## config.mk

```make
export PLATFORM = sky130hd
export DESIGN_NAME = cycle_sequencer
export DESIGN_NICKNAME = d
export VERILOG_FILES = /design/src/rtl/cycle_sequencer.sv
export SDC_FILE = /design/constraint.sdc
export NUM_CORES = 1
export LEC_CHECK = 0
export CORE_ASPECT_RATIO = 1.4
export CORE_MARGIN = 10
export CORE_UTILIZATION = 55
export CTS_BUF_LIST = sky130_fd_sc_hd__clkbuf_8
export DETAILED_ROUTE_END_ITERATION = 8
export PLACE_DENSITY_LB_ADDON = 0.25
export SLEW_MARGIN = 20
export SYNTH_ARGS = -nofsm -noshare
export SYNTH_HDL_FRONTEND = slang
export SYNTH_SLANG_ARGS = --single-unit
```

## constraint.sdc

```tcl
create_clock -name clock -period 3.7 [get_ports clock]
set_input_delay 0.555 -clock clock [delete_from_list [all_inputs] [get_ports clock]]
set_output_delay 0.555 -clock clock [all_outputs]
set_load 0.03 [all_outputs]
```

## src/rtl/cycle_sequencer.sv

```systemverilog
// Multi-cycle instruction sequencer: walks fetch/decode/execute/memory/writeback,
// absorbs cache wait states, and strobes the PC load once per retired instruction.
module cycle_sequencer #(
    parameter int WAIT_LIMIT = 16,
    parameter int CNT_WIDTH  = 32
) (
    input  logic                 clock,
    input  logic                 reset,
    input  logic                 start,
    input  logic                 imem_ready,
    input  logic                 dmem_ready,
    input  logic                 mem_access,
    input  logic                 halt_instr,
    input  logic                 branchFlag,
    input  logic                 unconditionalBranchFlag,
    input  logic                 zeroFlag,
    output logic                 imem_req,
    output logic                 dmem_req,
    output logic                 if_en,
    output logic                 id_en,
    output logic                 ex_en,
    output logic                 mem_en,
    output logic                 wb_en,
    output logic                 pc_load,
    output logic                 pc_src,
    output logic                 halted,
    output logic                 fault,
    output logic [CNT_WIDTH-1:0] instr_count,
    output logic [15:0]          stall_count
);

    typedef enum logic [2:0] {
        IDLE,
        FETCH,
        DECODE,
        EXECUTE,
        MEMORY,
        WRITEBACK,
        HALT,
        FAULT
    } state_t;

    state_t     state;
    state_t     nextState;
    logic [7:0] waitCount;
    logic       waiting;
    logic       timedOut;
    logic       pcSrcReg;

    // A request is stalling when its stage is active and the cache is not ready.
    always_comb begin
        waiting  = ((state == FETCH) && !imem_ready) ||
                   ((state == MEMORY) && mem_access && !dmem_ready);
        timedOut = waiting && (waitCount == 8'(WAIT_LIMIT - 1));
    end

    always_ff @(posedge clock) begin
        if (reset) begin
            state <= IDLE;
        end else begin
            state <= nextState;
        end
    end

    always_comb begin
        nextState = state;
        case (state)
            IDLE: begin
                if (start) begin
                    nextState = FETCH;
                end
            end
            FETCH: begin
                if (imem_ready) begin
                    nextState = DECODE;
                end else if (timedOut) begin
                    nextState = FAULT;
                end
            end
            DECODE: begin
                nextState = halt_instr ? HALT : EXECUTE;
            end
            EXECUTE: begin
                nextState = MEMORY;
            end
            MEMORY: begin
                if (!mem_access || dmem_ready) begin
                    nextState = WRITEBACK;
                end else if (timedOut) begin
                    nextState = FAULT;
                end
            end
            WRITEBACK: begin
                nextState = FETCH;
            end
            HALT: begin
                nextState = HALT;
            end
            FAULT: begin
                nextState = FAULT;
            end
            default: begin
                nextState = IDLE;
            end
        endcase
    end

    always_comb begin
        imem_req = 1'b0;
        dmem_req = 1'b0;
        if_en    = 1'b0;
        id_en    = 1'b0;
        ex_en    = 1'b0;
        mem_en   = 1'b0;
        wb_en    = 1'b0;
        pc_load  = 1'b0;
        halted   = 1'b0;
        fault    = 1'b0;
        case (state)
            FETCH: begin
                if_en    = 1'b1;
                imem_req = 1'b1;
            end
            DECODE: begin
                id_en = 1'b1;
            end
            EXECUTE: begin
                ex_en = 1'b1;
            end
            MEMORY: begin
                mem_en   = 1'b1;
                dmem_req = mem_access;
            end
            WRITEBACK: begin
                wb_en   = 1'b1;
                pc_load = 1'b1;
            end
            HALT: begin
                halted = 1'b1;
            end
            FAULT: begin
                fault = 1'b1;
            end
            default: begin
                imem_req = 1'b0;
            end
        endcase
    end

    // The counter restarts on every state change, so each request gets its own budget.
    always_ff @(posedge clock) begin
        if (reset) begin
            waitCount <= 8'd0;
        end else if (nextState != state) begin
            waitCount <= 8'd0;
        end else if (waiting) begin
            waitCount <= waitCount + 8'd1;
        end
    end

    // Branch decision is captured once per instruction and held for the PC register.
    always_ff @(posedge clock) begin
        if (reset) begin
            pcSrcReg <= 1'b0;
        end else if (state == EXECUTE) begin
            pcSrcReg <= (zeroFlag & branchFlag) | unconditionalBranchFlag;
        end
    end

    assign pc_src = pcSrcReg;

    always_ff @(posedge clock) begin
        if (reset) begin
            instr_count <= '0;
            stall_count <= 16'd0;
        end else begin
            if (state == WRITEBACK) begin
                instr_count <= instr_count + CNT_WIDTH'(1);
            end
            if (waiting && (stall_count != 16'hFFFF)) begin
                stall_count <= stall_count + 16'd1;
            end
        end
    end

endmodule

```

==> out/qor.log, run 1 <==
INFO  yosys          async_flop_share=0%
INFO  timing         unrepaired_setup_endpoints_after_global_routing=false
INFO  clock_network  post_cts.repair.setup_buffers=0
INFO  yosys          yosys_warnings=0
INFO  global_routing number_of_antenna_violations_at_the_first_check_in_global_routing=0
INFO  clock_network  cts_sinks=60
INFO  die            floorplan.initialDensity=57.0%
INFO  setup_path     critical_path.cell_chain=nand2b_1 > nor2_1 > clkdlybuf4s50_1
INFO  timing         drv_slew=0
INFO  die            pin_count=69
INFO  clock_network  worst_skew_pair.late_latency=0.34ns
INFO  timing         setup-tns-final=0ns
INFO  yosys          synth_edf_count=0
INFO  layout         nets=448
INFO  power_and_ir_drop powerDensity=359mW/mm²
INFO  timing         final_worst_path_period_share=71.9%
INFO  layout         layout.core_utilization=73.0%
INFO  timing         max_freq=376MHz
INFO  timing         clock_skew=0.00871ns
INFO  power_and_ir_drop peakVddDrop=0.000320V
INFO  layout         antenna_cells=0
INFO  yosys          post_synth_instance_area=0.00315mm²
INFO  layout         multiInputGateArea=0.00179mm²
INFO  layout         post-route-cell-area=0.00403mm²
INFO  global_routing overflow=0
INFO  routing        drcViolationCount=0
INFO  setup_path     path_class=reg2out
INFO  setup_path     crit_path_top_delay_cell=clkdlybuf4s50_1
INFO  run_status     status=completed
INFO  routing        detailroute.via_count=3107
INFO  timing         worstMarginPinSlew=0.808ns
INFO  setup_path     worstPathBufferInverterCount=1
INFO  clock_network  cts_inserted_buffers=9
INFO  clock_network  tritoncts=built
INFO  die            fp.dieH=110µm
INFO  routing        wire_per_inst=15.8µm
INFO  place          finalWeightedCongestion=0.797
INFO  timing         finalSetupViolations=0
INFO  clock_network  post_cts_resize_count=0
INFO  routing        drt.antenna.violating_nets=0
INFO  layout         finish.cell_count_without_fillers=508
INFO  die            core=0.00553mm²
INFO  yosys          syn_avg_cell_area=8.31µm²
INFO  layout         final-seq-area=0.00120mm²
INFO  clock_network  postCtsHoldBufs=0
INFO  clock_network  cts-root-to-sink-buffers=2
INFO  place          port_bufs=68
INFO  die            placementRows=32
INFO  setup_path     crit_path_leading_delay_family=buffers and inverters
INFO  clock_network  htree_levels=3
INFO  yosys          syn-instance-count=379
INFO  global_routing pin_count_of_the_biggest_net_entering_global_routing=42
INFO  layout         area_growth_syn_to_layout=28.1%
INFO  run            drv_cap=0
INFO  power_and_ir_drop leakage=1.23nW
INFO  setup_path     cp_data_required_time=3.14ns
INFO  clock_network  clkTransAtPathRegs=0.06ns
INFO  global_routing global_route_wire_length_before_repair=13600µm
INFO  die            die_width=83.9µm
INFO  setup_path     timing.critical_path.from_type=register
INFO  routing        route.detailed.vias_per_inst=6.12
INFO  yosys          synth-seq-cells=60
INFO  clock_network  root_cell_of_the_clock_tree=clkbuf_8
INFO  place          final_hpwl_from_detailed_placement=5670µm
INFO  setup_path     worstSetupEndpointType=output pin
INFO  timing         max-slew-margin-rel=46.1%
INFO  global_routing grt_pass1_vias=3003
INFO  die            die-area=0.00919mm²
INFO  yosys          synth-seq-area-share=38.2%
INFO  setup_path     cp_data_arrival_time=2.11ns
INFO  timing         fin_worst_hold_slack=0.489ns
INFO  setup_path     slowest_delay=0.73ns
INFO  global_routing globalRouteTotalUtil=17.4%
INFO  routing        route.final.wire_length=8010µm
INFO  timing         finalHoldViolations=0
INFO  min_path       hold_class=reg2reg
INFO  timing         period_needed=2.66ns
INFO  layout         post_route_cells_drive_above_1_share=7.05%
INFO  place          place_inst=492
INFO  setup_path     critPathMaxFanout=18
INFO  yosys          postSynthNetCount=392
INFO  layout         fillCellCount=445
INFO  yosys          synth.lib_cells_used.distinct=51
INFO  place          detailed_place.area=0.00382mm²
INFO  yosys          synth_ff_type=dfxtp_1
INFO  routing        dr.pass1.iters=4
INFO  routing        drt_first_iter_violations=177
power breakdown:
| group | switching, W | leakage, nW | internal [W] |
|---|---|---|---|
| clock network | 0.000260 | 0.117 | 0.000392 |
| logic | 0.0000769 | 0.633 | 0.0000528 |
| registers | 0.0000139 | 0.484 | 0.000653 |
| total | 0.000351 | 1.23 | 0.00110 |
cells in the final DEF, fill, tap and decap left out, types with 4 or more instances in the layout:
cell type / n
a211oi_1: 7
nor4_1: 4
nand4_1: 14
buf_4: 4
xnor2_1: 13
and4_1: 6
nor2_1: 31
dfxtp_1: 60
nand3_1: 17
inv_1: 10
nor3_1: 8
nand2b_1: 4
or3_1: 10
a21oi_1: 40
nor2b_1: 4
or4_1: 26
clkbuf_8: 10
o21ai_0: 13
nand2_1: 18
o31ai_1: 25
clkdlybuf4s50_1: 67
tightest hold or removal path, stage by stage (launching register included):
cell     delay [ns]
dfxtp_1        0.32
o31ai_1        0.07
a21oi_1        0.05
layout make-up:
type,count,share of cell area (%)
multi-input combinational,283,44.4
sequential,60,29.8
timing repair buffer,72,17.5
clock buffer,10,3.41
tap,68,2.11
clock inverter,6,1.95
inverter,9,0.837
path summary, 6_finish.rpt:
kind | start | endpoint | slack, ns | cells past startpoint
min reg2reg | instr_count[31]$_SDFFE_PP0P_ | instr_count[31]$_SDFFE_PP0P_ | 0.49 | 2
max | state[0]$_SDFF_PP0_ | ex_en | 1.04 | 3
min | instr_count[31]$_SDFFE_PP0P_ | instr_count[31]$_SDFFE_PP0P_ | 0.49 | 2
max reg2reg | state[0]$_SDFF_PP0_ | instr_count[31]$_SDFFE_PP0P_ | 1.24 | 4
per-stage QoR:
| stage | total power [W] | worst slack, ns |
|---|---|---|
| global route | 0.00150 | 0.848 |
| global placement | 0.000810 | 1.15 |
| detailed placement | 0.000811 | 1.09 |
| floorplan | 0.000768 | 1.54 |
| finish | 0.00145 | 1.04 |
| CTS | 0.00146 | 1.02 |
cells by family after synthesis:
group | after synthesis | share of synthesized area [%]
and+or+nand+nor | 162 | 30.0
AOI/OAI and AO/OA | 98 | 19.8
DFF | 60 | 38.2
buffers and inverters | 36 | 4.93
xor gates and xnor gates | 16 | 4.45
muxes | 4 | 1.39
adders and majority gates | 3 | 1.19
cell usage after synthesis (all sizes together) (4+ instances only):
master	instances	area share, %
dfxtp	60	38
o21ai	13	2.1
nand2	18	2.1
nor3	8	1.3
and4	6	1.7
clkbuf	18	2.1
nand2b	4	0.79
nor4	4	0.79
buf	9	1.7
a21oi	40	6.4
nor2	31	3.7
nand3	17	2.7
inv	9	1.1
xnor2	13	3.6
nor2b	4	0.79
nand4	14	2.8
or3	10	2.0
a211oi	7	1.7
o31ai	25	6.0
or4	26	6.2
metal layers:
metal / global-route usage [%] / up-vias / routed length [µm]
met3: 5.92 / 8 / 490
met2: 31.1 / 73 / 4160
li1: - / 1561 / -
met4: 7.31 / 0 / 99
met1: 18.3 / 1465 / 3260
met5: 0 / - / 0
flip-flops by register name, summed over array words and instances, names as in the netlist:
name	flops
waitCount	8
state	3
instr_count	32
stall_count	16
pc_src	1
Power figures use the tool's default switching activity.
==> run 2, diff against run 1 <==
- CORE_UTILIZATION: 55 -> 52
- clock period: 3.7 -> 2.68 ns (I/O delays scaled with it)
==> run 2 against run 1 <==
Register-to-register slack worse by 0.70 ns; clock-buffer cell count is 1 higher; first-iteration DRC count is 11% lower; final cell count is 0.79% higher; power is 32% higher; critical path depth is 1 higher; critical path type unchanged; largest cell class unchanged.
==> out/qor.log, run 2 (same netlist as run 1, synthesis figures left out) <==
INFO  run_status     status=completed
INFO  global_routing globalRouteTotalUtil=16.7%
INFO  clock_network  postCtsHoldBufs=0
INFO  global_routing global_route_wire_length_before_repair=13700µm
INFO  global_routing pin_count_of_the_biggest_net_entering_global_routing=34
INFO  global_routing met2_usage=29.6%
INFO  timing         setup-tns-final=0ns
INFO  layout         post_route_cells_drive_above_1_share=7.47%
INFO  clock_network  root_cell_of_the_clock_tree=clkbuf_8
INFO  layout         layout.cells.most_common_list=67 x clkdlybuf4s50_1, 60 x dfxtp_1, 40 x a21oi_1, 31 x nor2_1, 26 x or4_1
INFO  setup_path     crit_path_leading_delay_family=buffers and inverters
INFO  power_and_ir_drop peakVddDrop=0.000570V
INFO  clock_network  cts_inserted_buffers=9
INFO  timing         max_freq=405MHz
INFO  power_and_ir_drop leakage=1.24nW
INFO  place          port_bufs=68
INFO  routing        wire_per_inst=15.9µm
INFO  clock_network  post_cts.repair.setup_buffers=0
INFO  layout         fillCellCount=489
INFO  clock_network  post_cts_resize_count=0
INFO  die            floorplan.initialDensity=53.7%
INFO  die            core=0.00586mm²
INFO  routing        drt.antenna.violating_nets=0
INFO  setup_path     rr_startpoint=instr_count[2]$_SDFFE_PP0P_
INFO  timing         clock_skew=0.00664ns
INFO  clock_network  cts-root-to-sink-buffers=2
INFO  layout         top_flop_regs=instr_count: 32 flops, stall_count: 16 flops, waitCount: 8 flops
INFO  layout         max_reg_flops=32
INFO  timing         period_needed=2.47ns
INFO  clock_network  worst_skew_pair.late_latency=0.34ns
INFO  timing         drv_slew=0
INFO  timing         max-slew-margin-rel=58.6%
INFO  place          final_hpwl_from_detailed_placement=5840µm
INFO  setup_path     cp_data_arrival_time=2.07ns
INFO  min_path       hold_start=waitCount[1]$_SDFFE_PP0P_
INFO  setup_path     worstPathBufferInverterCount=3
INFO  routing        dr.pass1.iters=4
INFO  global_routing grt.busiest_layer=met2
INFO  timing         unrepaired_setup_endpoints_after_global_routing=false
INFO  layout         multiInputGateArea=0.00179mm²
INFO  setup_path     critical_path.cell_chain=buf_4 > inv_1 > nor2_1 > clkdlybuf4s50_1
INFO  clock_network  clkTransAtPathRegs=0.06ns
INFO  setup_path     slowest_delay=0.73ns
INFO  global_routing grtUsageMet3=4.92%
INFO  layout         final-seq-area=0.00120mm²
INFO  timing         worstMarginPinSlew=0.620ns
INFO  layout         nets=452
INFO  setup_path     timing.critical_path.from_type=register
INFO  setup_path     startpoint=state[1]$_SDFF_PP0_
INFO  power_and_ir_drop powerDensity=473mW/mm²
INFO  timing         final_worst_path_period_share=92.2%
INFO  die            fp.dieH=112µm
INFO  run            drv_cap=0
INFO  timing         finalHoldViolations=0
INFO  layout         area_growth_syn_to_layout=28.3%
INFO  power_and_ir_drop fin_total_pwr=0.00191W
INFO  setup_path     worstSetupEndpointType=output pin
INFO  global_routing grt_pass1_vias=2950
INFO  layout         final_common_cell=clkdlybuf4s50_1
INFO  timing         finalSetupViolations=0
INFO  global_routing overflow=0
INFO  global_routing grt_use_met1=18.2%
INFO  routing        detailroute.via_count=3105
INFO  die            pin_count=69
INFO  routing        route.final.wire_length=8120µm
INFO  routing        drcViolationCount=0
INFO  setup_path     critPathMaxFanout=23
INFO  global_routing number_of_antenna_violations_at_the_first_check_in_global_routing=0
INFO  layout         layout.core_utilization=68.9%
INFO  min_path       hold_class=reg2reg
INFO  layout         antenna_cells=0
INFO  clock_network  htree_levels=3
INFO  die            placementRows=33
INFO  clock_network  cts_sinks=60
INFO  setup_path     ff2ff_setup_slack=0.54ns
INFO  die            die-area=0.00961mm²
INFO  clock_network  tritoncts=built
INFO  place          finalWeightedCongestion=0.793
INFO  setup_path     crit_path_top_delay_cell=clkdlybuf4s50_1
INFO  routing        route.detailed.vias_per_inst=6.06
INFO  setup_path     cp_data_required_time=2.28ns
INFO  setup_path     path_class=reg2out
INFO  die            die_width=85.8µm
INFO  layout         largest_register=instr_count
INFO  routing        drt_first_iter_violations=157
==> run 2: changes by cell type in the layout (fill, tap and decap cells not counted), sizes merged <==
| cell | change |
|---|---|
| clkbuf | +1 |
| clkinv | -2 |
| bufinv | -1 |
| buf | +4 |
==> run 2: where the power goes <==
part / leakage [nW] / internal [W] / switching [W]
sequential: 0.484 / 0.000901 / 0.00000726
clock: 0.102 / 0.000465 / 0.000340
combinational: 0.653 / 0.0000770 / 0.000121
==> run 2: through the flow <==
| stage | std cells | hold slack [ns] | setup WS [ns] | cell area [µm²] |
|---|---|---|---|---|
| 3_3_place_gp | 498 | 0.465 | 0.286 | 3850 |
| 6_report | 512 | 0.479 | 0.208 | 4040 |
| 3_5_place_dp | 498 | 0.474 | 0.232 | 3850 |
| 4_1_cts | 512 | 0.482 | 0.182 | 4040 |
| 5_1_grt | 512 | 0.514 | 0.105 | 4040 |
| 2_1_floorplan | 379 | 0.454 | 0.563 | 3150 |
==> run 2: worst reg2reg max path, stage by stage (launching register included) <==
cell,delay [ns]
dfxtp_1,0.43
nand4b_2,0.24
or3_1,0.70
or4_1,0.56
a21oi_1,0.14
==> run 2: layout make-up <==
cell class,instances,share of cell area (%)
clock buffer,11,3.75
clock inverter,3,0.960
inverter,9,0.836
multi-input combinational,283,44.3
sequential,60,29.7
tap,70,2.17
timing repair buffer,76,18.2
==> run 2: worst paths after layout <==
path	to	cells after the start
worst min register to register	waitCount[1]$_SDFFE_PP0P_	2
worst min-delay path	waitCount[1]$_SDFFE_PP0P_	2
worst max register to register	instr_count[31]$_SDFFE_PP0P_	4
worst max-delay path	ex_en	4
==> run 2: metal layers <==
layer  vias up  wire, µm
met1      1497      3280
met5         -         0
met2        52      4340
met4         0       114
met3        11       385
li1       1545         -
==> run 3, diff against run 2 <==
- RECOVER_POWER: default -> 25
==> run 3 against run 2 <==
Global-route usage unchanged; die area did not move; sequential power about the same; power is 0.24% higher; maximum frequency is 0.19% lower; non-clock buffer count unchanged; flip-flop and latch count unchanged; wire length rose by 0.74%; largest power group unchanged; utilization fell by 0.11 points; hold slack hardly changed.
==> out/qor.log, run 3 (same netlist as run 1, synthesis figures left out) <==
INFO  place          finalWeightedCongestion=0.793
INFO  layout         nets=452
INFO  layout         final_common_cell=dfxtp_1
INFO  setup_path     slowest_delay=0.73ns
INFO  timing         period_needed=2.48ns
INFO  clock_network  post_cts_resize_count=0
INFO  layout         post_route_cells_drive_above_1_share=7.01%
INFO  clock_network  postCtsHoldBufs=0
INFO  layout         max_reg_flops=32
INFO  clock_network  tritoncts=built
INFO  timing         clock_skew=0.00916ns
INFO  die            die-area=0.00961mm²
INFO  run            drv_cap=0
INFO  routing        route.final.wire_length=8180µm
INFO  setup_path     crit_path_top_delay_cell=clkdlybuf4s50_1
INFO  setup_path     destination_of_the_critical_timing_path=ex_en
INFO  layout         layout.cells.most_common_list=60 x dfxtp_1, 51 x clkdlybuf4s50_1, 40 x a21oi_1, 31 x nor2_1, 26 x or4_1
INFO  routing        route.detailed.vias_per_inst=6.08
INFO  routing        drt_first_iter_violations=153
INFO  routing        drcViolationCount=0
INFO  setup_path     critPathMaxFanout=23
INFO  power_and_ir_drop powerDensity=475mW/mm²
INFO  setup_path     timing.critical_path.from_type=register
INFO  clock_network  clkTransAtPathRegs=0.06ns
INFO  layout         area_growth_syn_to_layout=28.1%
INFO  power_and_ir_drop peakVddDrop=0.000571V
INFO  clock_network  worst_skew_pair.late_latency=0.34ns
INFO  setup_path     timing.rr.end=instr_count[18]$_SDFFE_PP0P_
INFO  timing         max_freq=404MHz
INFO  routing        wire_per_inst=16.0µm
INFO  clock_network  post_cts.repair.setup_buffers=0
INFO  global_routing overflow=0
INFO  timing         finalSetupViolations=0
INFO  routing        detailroute.via_count=3114
INFO  routing        drt.antenna.violating_nets=0
INFO  min_path       hold_class=reg2reg
INFO  die            core=0.00586mm²
INFO  global_routing number_of_antenna_violations_at_the_first_check_in_global_routing=0
INFO  setup_path     startpoint=state[1]$_SDFF_PP0_
INFO  clock_network  cts_sinks=60
INFO  setup_path     cp_data_required_time=2.28ns
INFO  routing        dr.pass1.iters=5
INFO  power_and_ir_drop leakage=1.27nW
INFO  die            fp.dieH=112µm
INFO  timing         unrepaired_setup_endpoints_after_global_routing=false
INFO  setup_path     worst-path-stages=4
INFO  die            floorplan.initialDensity=53.7%
INFO  run_status     status=completed
INFO  timing         finalHoldViolations=0
INFO  timing         max-slew-margin-rel=27.5%
INFO  clock_network  cts_inserted_buffers=9
INFO  setup_path     worstPathBufferInverterCount=3
INFO  die            placementRows=33
INFO  timing         worstMarginPinSlew=1.09ns
INFO  die            die_width=85.8µm
INFO  clock_network  htree_levels=3
INFO  setup_path     worstSetupEndpointType=output pin
INFO  timing         drv_slew=0
INFO  layout         largest_register=instr_count
INFO  global_routing pin_count_of_the_biggest_net_entering_global_routing=34
INFO  layout         antenna_cells=0
INFO  global_routing grt_pass1_vias=2950
INFO  die            pin_count=69
INFO  global_routing globalRouteTotalUtil=16.7%
INFO  global_routing global_route_wire_length_before_repair=13700µm
INFO  timing         setup-tns-final=0ns
INFO  place          final_hpwl_from_detailed_placement=5840µm
INFO  setup_path     path_class=reg2out
INFO  clock_network  root_cell_of_the_clock_tree=clkbuf_8
INFO  setup_path     critical_path.cell_chain=buf_4 > inv_1 > nor2_1 > clkdlybuf4s50_1
INFO  place          port_bufs=68
INFO  setup_path     crit_path_leading_delay_family=buffers and inverters
INFO  setup_path     worst-r2r-cell-count=4
INFO  layout         top_flop_regs=instr_count: 32 flops, stall_count: 16 flops, waitCount: 8 flops
INFO  power_and_ir_drop fin_total_pwr=0.00192W
INFO  setup_path     ff2ff_setup_slack=0.33ns
INFO  clock_network  cts-root-to-sink-buffers=2
INFO  setup_path     rr_startpoint=instr_count[2]$_SDFFE_PP0P_
INFO  timing         final_worst_path_period_share=92.4%
INFO  setup_path     cp_data_arrival_time=2.07ns
run 3: cell types whose count changed in the layout (fill, tap and decap cells not counted), sizes merged:
cell,before,now
dlygate4sd3,0,16
clkdlybuf4s50,67,51
run 3: worst min path at each step:
stage / startpoint / to / slack (ns) / cells past startpoint
detailed placement: waitCount[1]$_SDFFE_PP0P_ / waitCount[1]$_SDFFE_PP0P_ / 0.47 / 2
global placement: instr_count[31]$_SDFFE_PP0P_ / instr_count[31]$_SDFFE_PP0P_ / 0.47 / 2
global route: pc_src$_SDFFE_PP0P_ / pc_src$_SDFFE_PP0P_ / 0.51 / 2
finish: waitCount[1]$_SDFFE_PP0P_ / waitCount[1]$_SDFFE_PP0P_ / 0.48 / 2
floorplan: waitCount[1]$_SDFFE_PP0P_ / waitCount[1]$_SDFFE_PP0P_ / 0.45 / 2
CTS: waitCount[1]$_SDFFE_PP0P_ / waitCount[1]$_SDFFE_PP0P_ / 0.48 / 2
run 3: layer usage:
metal | up-vias | track usage (%) | routed length, µm
li1 | 1547 | - | -
met4 | 0 | 5.62 | 93
met5 | - | 0 | 0
met2 | 59 | 29.6 | 4330
met3 | 9 | 4.92 | 424
met1 | 1499 | 18.2 | 3340
run 3: stage by stage:
stage,setup slack (ns),cells,hold slack [ns],util [%],area (µm²)
finish,0.203,512,0.479,68.8,4030
CTS,0.182,512,0.482,68.9,4040
global placement,0.286,498,0.465,65.7,3850
global route,0.106,512,0.511,68.8,4030
detailed placement,0.232,498,0.474,65.7,3850
floorplan,0.563,379,0.454,-,3150
run 3: where the power goes:
group | leakage [nW] | total (W) | switching, W | internal, W
Combinational | 0.686 | 0.000198 | 0.000122 | 0.0000762
Sequential | 0.484 | 0.000908 | 0.00000675 | 0.000901
Clock | 0.102 | 0.000810 | 0.000345 | 0.000465
run 3: layout make-up:
class | count | area, µm²
clock buffer | 11 | 151
clock inverter | 3 | 38.8
fill | 491 | 1830
inverter | 9 | 33.8
multi-input combinational | 283 | 1790
sequential | 60 | 1200
tap | 70 | 87.6
timing repair buffer | 76 | 736
run 3: tightest hold or removal path, stage by stage (launching register included):
cell and delay, ns:
dfxtp_1 0.32, nand2_1 0.06, a21oi_1 0.05
